## src/rtl/dm_arbiter.sv

```systemverilog
// Two-port (CPU/DMA) round-robin arbiter in front of a single-port data memory.
// Each granted access runs IDLE -> ACCESS -> RESP, one transaction per 3 cycles.
module dm_arbiter #(
   parameter int MEM_WORDS = 4096
) (
   input  logic        clk,
   input  logic        reset,
   input  logic        c_req,
   input  logic [31:0] c_addr,
   input  logic [31:0] c_wdata,
   input  logic [3:0]  c_byteen,
   output logic [31:0] c_rdata,
   output logic        c_ack,
   output logic        c_err,
   input  logic        d_req,
   input  logic [31:0] d_addr,
   input  logic [31:0] d_wdata,
   input  logic [3:0]  d_byteen,
   output logic [31:0] d_rdata,
   output logic        d_ack,
   output logic        d_err,
   output logic [31:0] mem_addr,
   output logic [31:0] mem_wdata,
   output logic [3:0]  mem_byteen,
   input  logic [31:0] mem_rdata,
   output logic        busy
);

   typedef enum logic [1:0] {
      IDLE   = 2'd0,
      ACCESS = 2'd1,
      RESP   = 2'd2
   } state_t;

   state_t      state_q;
   state_t      state_d;

   logic        pick_dma;
   logic        win_q;
   logic        last_q;
   logic        inr_q;
   logic        inr_d;
   logic        start;
   logic [31:0] sel_addr;
   logic [31:0] sel_wdata;
   logic [3:0]  sel_be;
   logic [31:0] addr_q;
   logic [31:0] wdata_q;
   logic [3:0]  be_q;
   logic [31:0] rd_val;
   logic [31:0] c_rdata_q;
   logic [31:0] d_rdata_q;

   // win_q/last_q encoding: 0 = CPU, 1 = DMA
   always_comb begin
      pick_dma = 1'b0;
      priority case (1'b1)
         c_req && d_req: pick_dma = ~last_q;
         d_req:          pick_dma = 1'b1;
         default:        pick_dma = 1'b0;
      endcase
   end

   assign start     = (state_q == IDLE) && (c_req || d_req);
   assign sel_addr  = pick_dma ? d_addr : c_addr;
   assign sel_wdata = pick_dma ? d_wdata : c_wdata;
   assign sel_be    = pick_dma ? d_byteen : c_byteen;
   assign inr_d     = (sel_addr >> 2) < 32'(MEM_WORDS);
   assign rd_val    = inr_q ? mem_rdata : 32'h0;

   always_ff @(posedge clk) begin
      if (reset) begin
         state_q <= IDLE;
      end else begin
         state_q <= state_d;
      end
   end

   always_comb begin
      state_d = state_q;
      unique case (state_q)
         IDLE:    state_d = (c_req || d_req) ? ACCESS : IDLE;
         ACCESS:  state_d = RESP;
         RESP:    state_d = IDLE;
         default: state_d = IDLE;
      endcase
   end

   always_ff @(posedge clk) begin
      if (reset) begin
         win_q     <= 1'b0;
         last_q    <= 1'b1;
         inr_q     <= 1'b0;
         addr_q    <= 32'h0;
         wdata_q   <= 32'h0;
         be_q      <= 4'h0;
         c_rdata_q <= 32'h0;
         d_rdata_q <= 32'h0;
      end else begin
         if (start) begin
            win_q   <= pick_dma;
            inr_q   <= inr_d;
            addr_q  <= sel_addr;
            wdata_q <= sel_wdata;
            be_q    <= sel_be;
         end
         // only the winner's read register moves; the other port holds
         if (state_q == ACCESS) begin
            if (win_q) begin
               d_rdata_q <= rd_val;
            end else begin
               c_rdata_q <= rd_val;
            end
         end
         if (state_q == RESP) begin
            last_q <= win_q;
         end
      end
   end

   always_comb begin
      busy       = (state_q != IDLE);
      mem_byteen = 4'h0;
      c_ack      = 1'b0;
      d_ack      = 1'b0;
      c_err      = 1'b0;
      d_err      = 1'b0;
      // reset in ACCESS kills the write in that same cycle
      if (state_q == ACCESS && inr_q && !reset) begin
         mem_byteen = be_q;
      end
      if (state_q == RESP) begin
         c_ack = ~win_q;
         d_ack = win_q;
         c_err = ~win_q & ~inr_q;
         d_err = win_q & ~inr_q;
      end
   end

   assign mem_addr  = addr_q & 32'hFFFF_FFFC;
   assign mem_wdata = wdata_q;
   assign c_rdata   = c_rdata_q;
   assign d_rdata   = d_rdata_q;

endmodule
```

## config.mk

```make
export PLATFORM = sky130hd
export DESIGN_NAME = dm_arbiter
export DESIGN_NICKNAME = d
export VERILOG_FILES = /design/src/rtl/dm_arbiter.sv
export SDC_FILE = /design/constraint.sdc
export NUM_CORES = 1
export LEC_CHECK = 0
export ABC_CLOCK_PERIOD_IN_PS = 1600
export CAP_MARGIN = 5
export CORE_MARGIN = 4
export CORE_UTILIZATION = 30
export CTS_CLUSTER_SIZE = 12
export DETAILED_ROUTE_END_ITERATION = 6
export SYNTH_ARGS = -nofsm -noshare
export SYNTH_HDL_FRONTEND = slang
export SYNTH_SLANG_ARGS = --single-unit
```

## constraint.sdc

```tcl
create_clock -name clk -period 1.6 [get_ports clk]
set_input_delay 0.16 -clock clk [delete_from_list [all_inputs] [get_ports clk]]
set_output_delay 0.16 -clock clk [all_outputs]
set_load 0.05 [all_outputs]
```

### Yosys cells after proc, flatten, opt, wreduce, memory -nomap -nowiden

Cells that the tools add are included.

| operators by class | value |
|---|---|
| magnitude comparators | 1 |
| eq/ne operators | 2 |
| muxes and demuxes | 13 |
| bitwise operators | 5 |
| reductions and logical operators | 10 |

Operators by type and width:

| cell | number |
|---|---|
| 32-bit two-way mux | 3 |
| 30-bit by 13-bit < comparator with 1-bit output, second input constant | 1 |
| 4-bit two-way mux | 2 |
| 1-bit two-way mux | 7 |
| 1-bit logical AND | 4 |
| 2-bit one-hot mux with 2 select lines | 1 |
| 2-bit AND reduction | 2 |
| 1-bit NOT | 3 |
| 1-bit AND | 2 |
| 2-bit by 1-bit equality test with 1-bit output, second input constant | 1 |
| 2-bit equality test, second input constant | 1 |
| 2-bit zero test | 1 |
| 2-bit nonzero test | 1 |
| 1-bit zero test | 1 |
| 1-bit logical OR | 1 |

| word-level totals | value |
|---|---|
| register bits after elaboration | 137 |
| input port bits | 172 |
| output and inout port bits | 137 |
| logic and storage cells | 40 |

### Depth between registers and ports, before layout

| depth | value |
|---|---|
| word-level depth | 4 |
| mapped depth | 6 |
| gate-level depth less buffers | 5 |

### Worst setup path after synthesis

Ideal clock, no wire load.

| timing path | value |
|---|---|
| kind | register -> output |
| start point | register inr_q |
| end point | output c_err |
| arrival | 1730 ps |
| data required time | 1440 ps |
| setup slack | -290 ps |
| cell stages (with the launch flop) | 4 |
| path buffers | 2 |
| path through | dfxtp_1 clkbuf_1 clkbuf_1 nor3_1 |

| on the way | value |
|---|---|
| word-level cells in the longest chain between the ends | 3 |

RTL lines:

| what | line | text |
|---|---|---|
| start: declaration | 41 | `logic inr_q;` |
| start signal: assignment | 102 | `inr_q <= inr_d;` |
| 1-bit NOT | 135 | `c_err = ~win_q & ~inr_q;` |
| 1-bit AND | 135 |  |
| 1-bit two-way mux | 132 | `if (state_q == RESP) begin` |
| end: declaration | 14 | `output logic c_err,` |

Every way passes these cells.

### Final worst setup path

| timing path | value |
|---|---|
| start point | register state_q[1] |
| end point | output mem_byteen[0] |

| on the way | value |
|---|---|
| word-level cells in the longest chain between the ends | 4 |

RTL lines:

| what | line | text |
|---|---|---|
| start: declaration | 35 | `state_t state_q;` |
| start signal: assignment | 75 | `state_q <= state_d;` |
| 2-bit by 1-bit equality test with 1-bit output | 129 | `if (state_q == ACCESS && inr_q && !reset) begin` |
| 1-bit logical AND (2 in series) | 129 |  |
| 4-bit two-way mux | 129 |  |
| end: declaration | 24 | `output logic [3:0] mem_byteen,` |

Every way passes these cells.

==> impl_metrics.csv <==
group,metric,value,unit
run_status,run_status,"completed",
logic_synthesis,ys_ff_latch,135,
placed_design,place.detailed.instances,1141,
logic_synthesis,synth_top_family_by_area,"simple AND/OR/NAND/NOR gates",
sta,worst_pin_slew,0.8063,ns
logic_synthesis,synth-warning-count,0,
logic_synthesis,synthDominantCellAreaShare,0.4814,
logic_synthesis,post-synth-top-area-cell,"dfxtp_1",
pwr,power.switching_fraction,0.3166,
global_route,grt_pass1_vias,5610,
sta,setup_viol,0,
logic_synthesis,synthSimpleGateAreaFrac,0.1812,
worst_setup_path,critical_path.cell_chain,"nand2b_4 -> nor2_4 -> and3_4 -> buf_12",
worst_setup_path,cp_slowest_stage_delay,0.32,ns
worst_setup_path,classification_of_the_worst_setup_path,"register to output pin",
die,core-area,0.01821,mm^2
clock_network,clockRootBuffer,"clkbuf_16",
logic_synthesis,cell_types_with_the_largest_area_share_after_synthesis,"dfxtp_1 (48%), mux2i_1 (12%), a211oi_1 (7.8%)",
sta,fin_skew,0.008818,ns
worst_setup_path,r2r_setup_slack,0.09,ns
worst_setup_path,path_depth_of_the_worst_reg2reg_path,8,
worst_setup_path,critical_path_buf_inv_count,1,
min_path,number_of_cells_on_the_worst_hold_path,3,
pwr,power.density_cell_area,1059,mW/mm^2
sta,fin_worst_hold_slack,0.1942,ns
layout,final_core_utilization,0.5305,
worst_setup_path,critical-path-slowest-cell,"dfxtp_2",
route,firstDrtPassIters,4,
logic_synthesis,netlist_instances,631,
pwr,power.switching,3239,uW
layout,drive_above_1_share,0.2608,
route,drt-wirelength-per-cell,17.12,um
global_route,grt_first_pass_wirelength,30190,um
clock_network,clock_latency,0.42,ns
die,rows,49,
worst_setup_path,critical_path_peak_fanout,5,
logic_synthesis,synth.yosys.seq_area_share,0.4814,
clock_network,h_tree_level_count,4,
route,drcViolationCount,0,
clock_network,clk_pin_slew,0.06,ns
clock_network,cts_tree,"yes",
pwr,power_leakage,0.003814,uW
logic_synthesis,post_synth_fa_ha_maj_area_fraction,0,
route,postRouteWirelength,20220,um
layout,design.final.nets,1110,
die,chipHeight,144.8,um
die,i_o_pins,309,
worst_setup_path,regToRegStartpoint,"state_q[1]",
layout,mostFrequentLayoutCell,"clkdlybuf4s50_1",
logic_synthesis,synthXorXnorAreaFrac,0,
pwr,seq_power_share,0.360,
sta,top_achievable_clock_speed,644.3,MHz
logic_synthesis,post_synth_num_cell_types,30,
layout,finish.cell_count_without_fillers,1181,
placed_design,port_buffers,302,
worst_setup_path,critPathRequiredTime,1.44,ns
placed_design,dp.final_hpwl,14850,um
worst_setup_path,cpLargestDelayFamily,"simple AND/OR/NAND/NOR gates",
global_route,groute.usage.overall,0.1858,
sta,rsz0062_at_grt,"yes",
layout,sequential_cell_area,0.002710,mm^2
sta,timing_hold_violations_final,0,
global_route,grt_max_degree,136,
logic_synthesis,syn_area_per_cell,8.897,um^2
route,antenna_violating_nets_post_route,0,
sta,timing.slew.headroom,0.4625,
min_path,hold_path_end,"state_q[1]",
worst_setup_path,crit_path_end_kind,"output pin",
pwr,vdd.ir_drop.worst,0.7007,mV
layout,mostFrequentLayoutCells,"clkdlybuf4s50_1 (166), buf_4 (157), dfxtp_1 (131), nor2_1 (70), nand2_1 (69)",
layout,layout.filler_cells,1713,
route,detail_route.vias_per_cell,4.788,
worst_setup_path,crit_path_start_kind,"register",
clock_network,cts_max_path_buffers,2,
global_route,initial_antenna_violation_count,1,
die,dieWidth,144.8,um
pwr,power.internal,6993,uW
min_path,min-delay-start,"reset",
logic_synthesis,mappedNetlistArea,0.005614,mm^2
layout,layout_overhead_on_the_synthesized_area,72.07,%
sta,fin_crit_period,1.552,ns
die,dieArea,0.02097,mm^2
pwr,power.clock.fraction,0.399,
placed_design,place_congestion,0.8312,
worst_setup_path,regToRegEndpoint,"addr_q[8]",
pwr,power_frac_comb,0.241,
sta,min_period_over_period,0.9701,
logic_synthesis,synth-compound-area-share,0.1631,
min_path,hold_path_class,"input pin to register",
clock_network,cts_buffers,17,
route,vias,5655,
worst_setup_path,cp.arrival,1.39,ns
clock_network,clock_sinks,135,
logic_synthesis,muxShareOfSynthArea,0.1195,
layout,multi_input_comb_area,0.002725,mm^2
route,iteration_0_drc_count_of_the_detailed_router,185,
global_route,gr-total-overflow,0,
job,maxCapViolCount,0,
worst_setup_path,worst-path-stages,4,
sta,timing.final.max_slew_violations,0,
die,effective_utilization_at_floorplan,0.3083,
==> power by group through the flow <==
stage	sequential, uW	combinational [uW]	clock, uW
3_3_place_gp	3750	2380	0
6_report	3680	2470	4080
4_1_cts	3680	2400	4180
3_5_place_dp	3750	2390	0
5_1_grt	3710	2620	4310
2_1_floorplan	4370	689	0
==> registers in the layout, indices dropped and copies added, names as in the netlist <==
| signal | count |
|---|---|
| last_q | 1 |
| state_q | 2 |
| addr_q | 30 |
| d_rdata | 32 |
| mem_wdata | 32 |
| win_q | 1 |
| c_rdata | 32 |
| inr_q | 1 |
| be_q | 4 |
==> worst reg2reg max path: cells and delay by family (launching register included) <==
| family | cells | cell delay, ns |
|---|---|---|
| flip-flops | 1 | 0.32 |
| AO/OA/AOI/OAI | 1 | 0.07 |
| AND/OR/NAND/NOR | 2 | 0.27 |
| buffers and inverters | 5 | 0.69 |
==> layout make-up <==
type	count	share of cell area
tap	229	0.02966
antenna	1	0.0002590
clock buffer	17	0.04404
multi-input combinational	435	0.2821
sequential	135	0.2805
clock inverter	15	0.01878
inverter	3	0.001166
timing repair buffer	346	0.3435
==> layer usage <==
layer	wire, um	vias to the layer above	share of wire	GRT usage
li1	-	2849	-	-
met5	0	-	0	0
met1	8341	2588	0.41	0.2199
met2	9790	194	0.48	0.3083
met4	442	0	0.022	0.06627
met3	1648	24	0.081	0.07033
==> synthesized netlist by cell type (all sizes together) <==
master,count
a211o,1
nor3,5
dfxtp,135
nand3,64
nor4,7
nor2b,1
a21oi,64
a2111oi,1
a211oi,66
nand2b,3
a21boi,1
buf,33
or4b,1
inv,3
a31oi,2
mux2i,67
and3,4
nand2,69
conb,1
o32ai,1
nor2,76
clkbuf,26
==> worst max-delay path by stage <==
| stage | slack, ns | end | start |
|---|---|---|---|
| CTS | -0.007 | d_err | state_q[0] |
| finish | 0.05 | mem_byteen[0] | state_q[1] |
| global placement | -0.24 | mem_wdata[27] | c_req |
| global route | -0.03 | mem_byteen[1] | state_q[1] |
| floorplan | -0.29 | c_err | inr_q |
| detailed placement | -0.27 | mem_wdata[27] | d_req |
==> metrics by stage <==
| step | setup TNS, ns | total power, uW | area [um^2] | setup WS, ns |
|---|---|---|---|---|
| final | 0 | 10230 | 9661 | 0.04791 |
| after global routing | -0.1147 | 10640 | 9658 | -0.03157 |
| after CTS | -0.01074 | 10270 | 9515 | -0.006833 |
| after detailed placement | -10.08 | 6137 | 8832 | -0.2669 |
| after global placement | -9.448 | 6131 | 8832 | -0.2438 |
| after floorplan | -0.5795 | 5057 | 5618 | -0.2897 |
==> kinds of logic (layout without fill, tap and decap cells) <==
family / Yosys count / in the layout
AO/OA/AOI/OAI: 136 / 136
buffers and inverters: 62 / 381
flip-flops: 135 / 135
multiplexers: 67 / 67
other: 1 / 3
AND/OR/NAND/NOR: 230 / 230
==> timing repair <==
| item | in CTS | in global routing |
|---|---|---|
| endpoints found under the hold margin | 1 | 0 |
| pin swaps | 2 | 3 |
| setup endpoints to repair | 7 | 56 |
| gates cloned | 0 | 2 |
| gates resized for setup | 14 | 14 |
| hold buffers | 1 | 0 |
| setup buffers | 2 | 2 |
No activity file was read; power rests on OpenSTA's default activity.
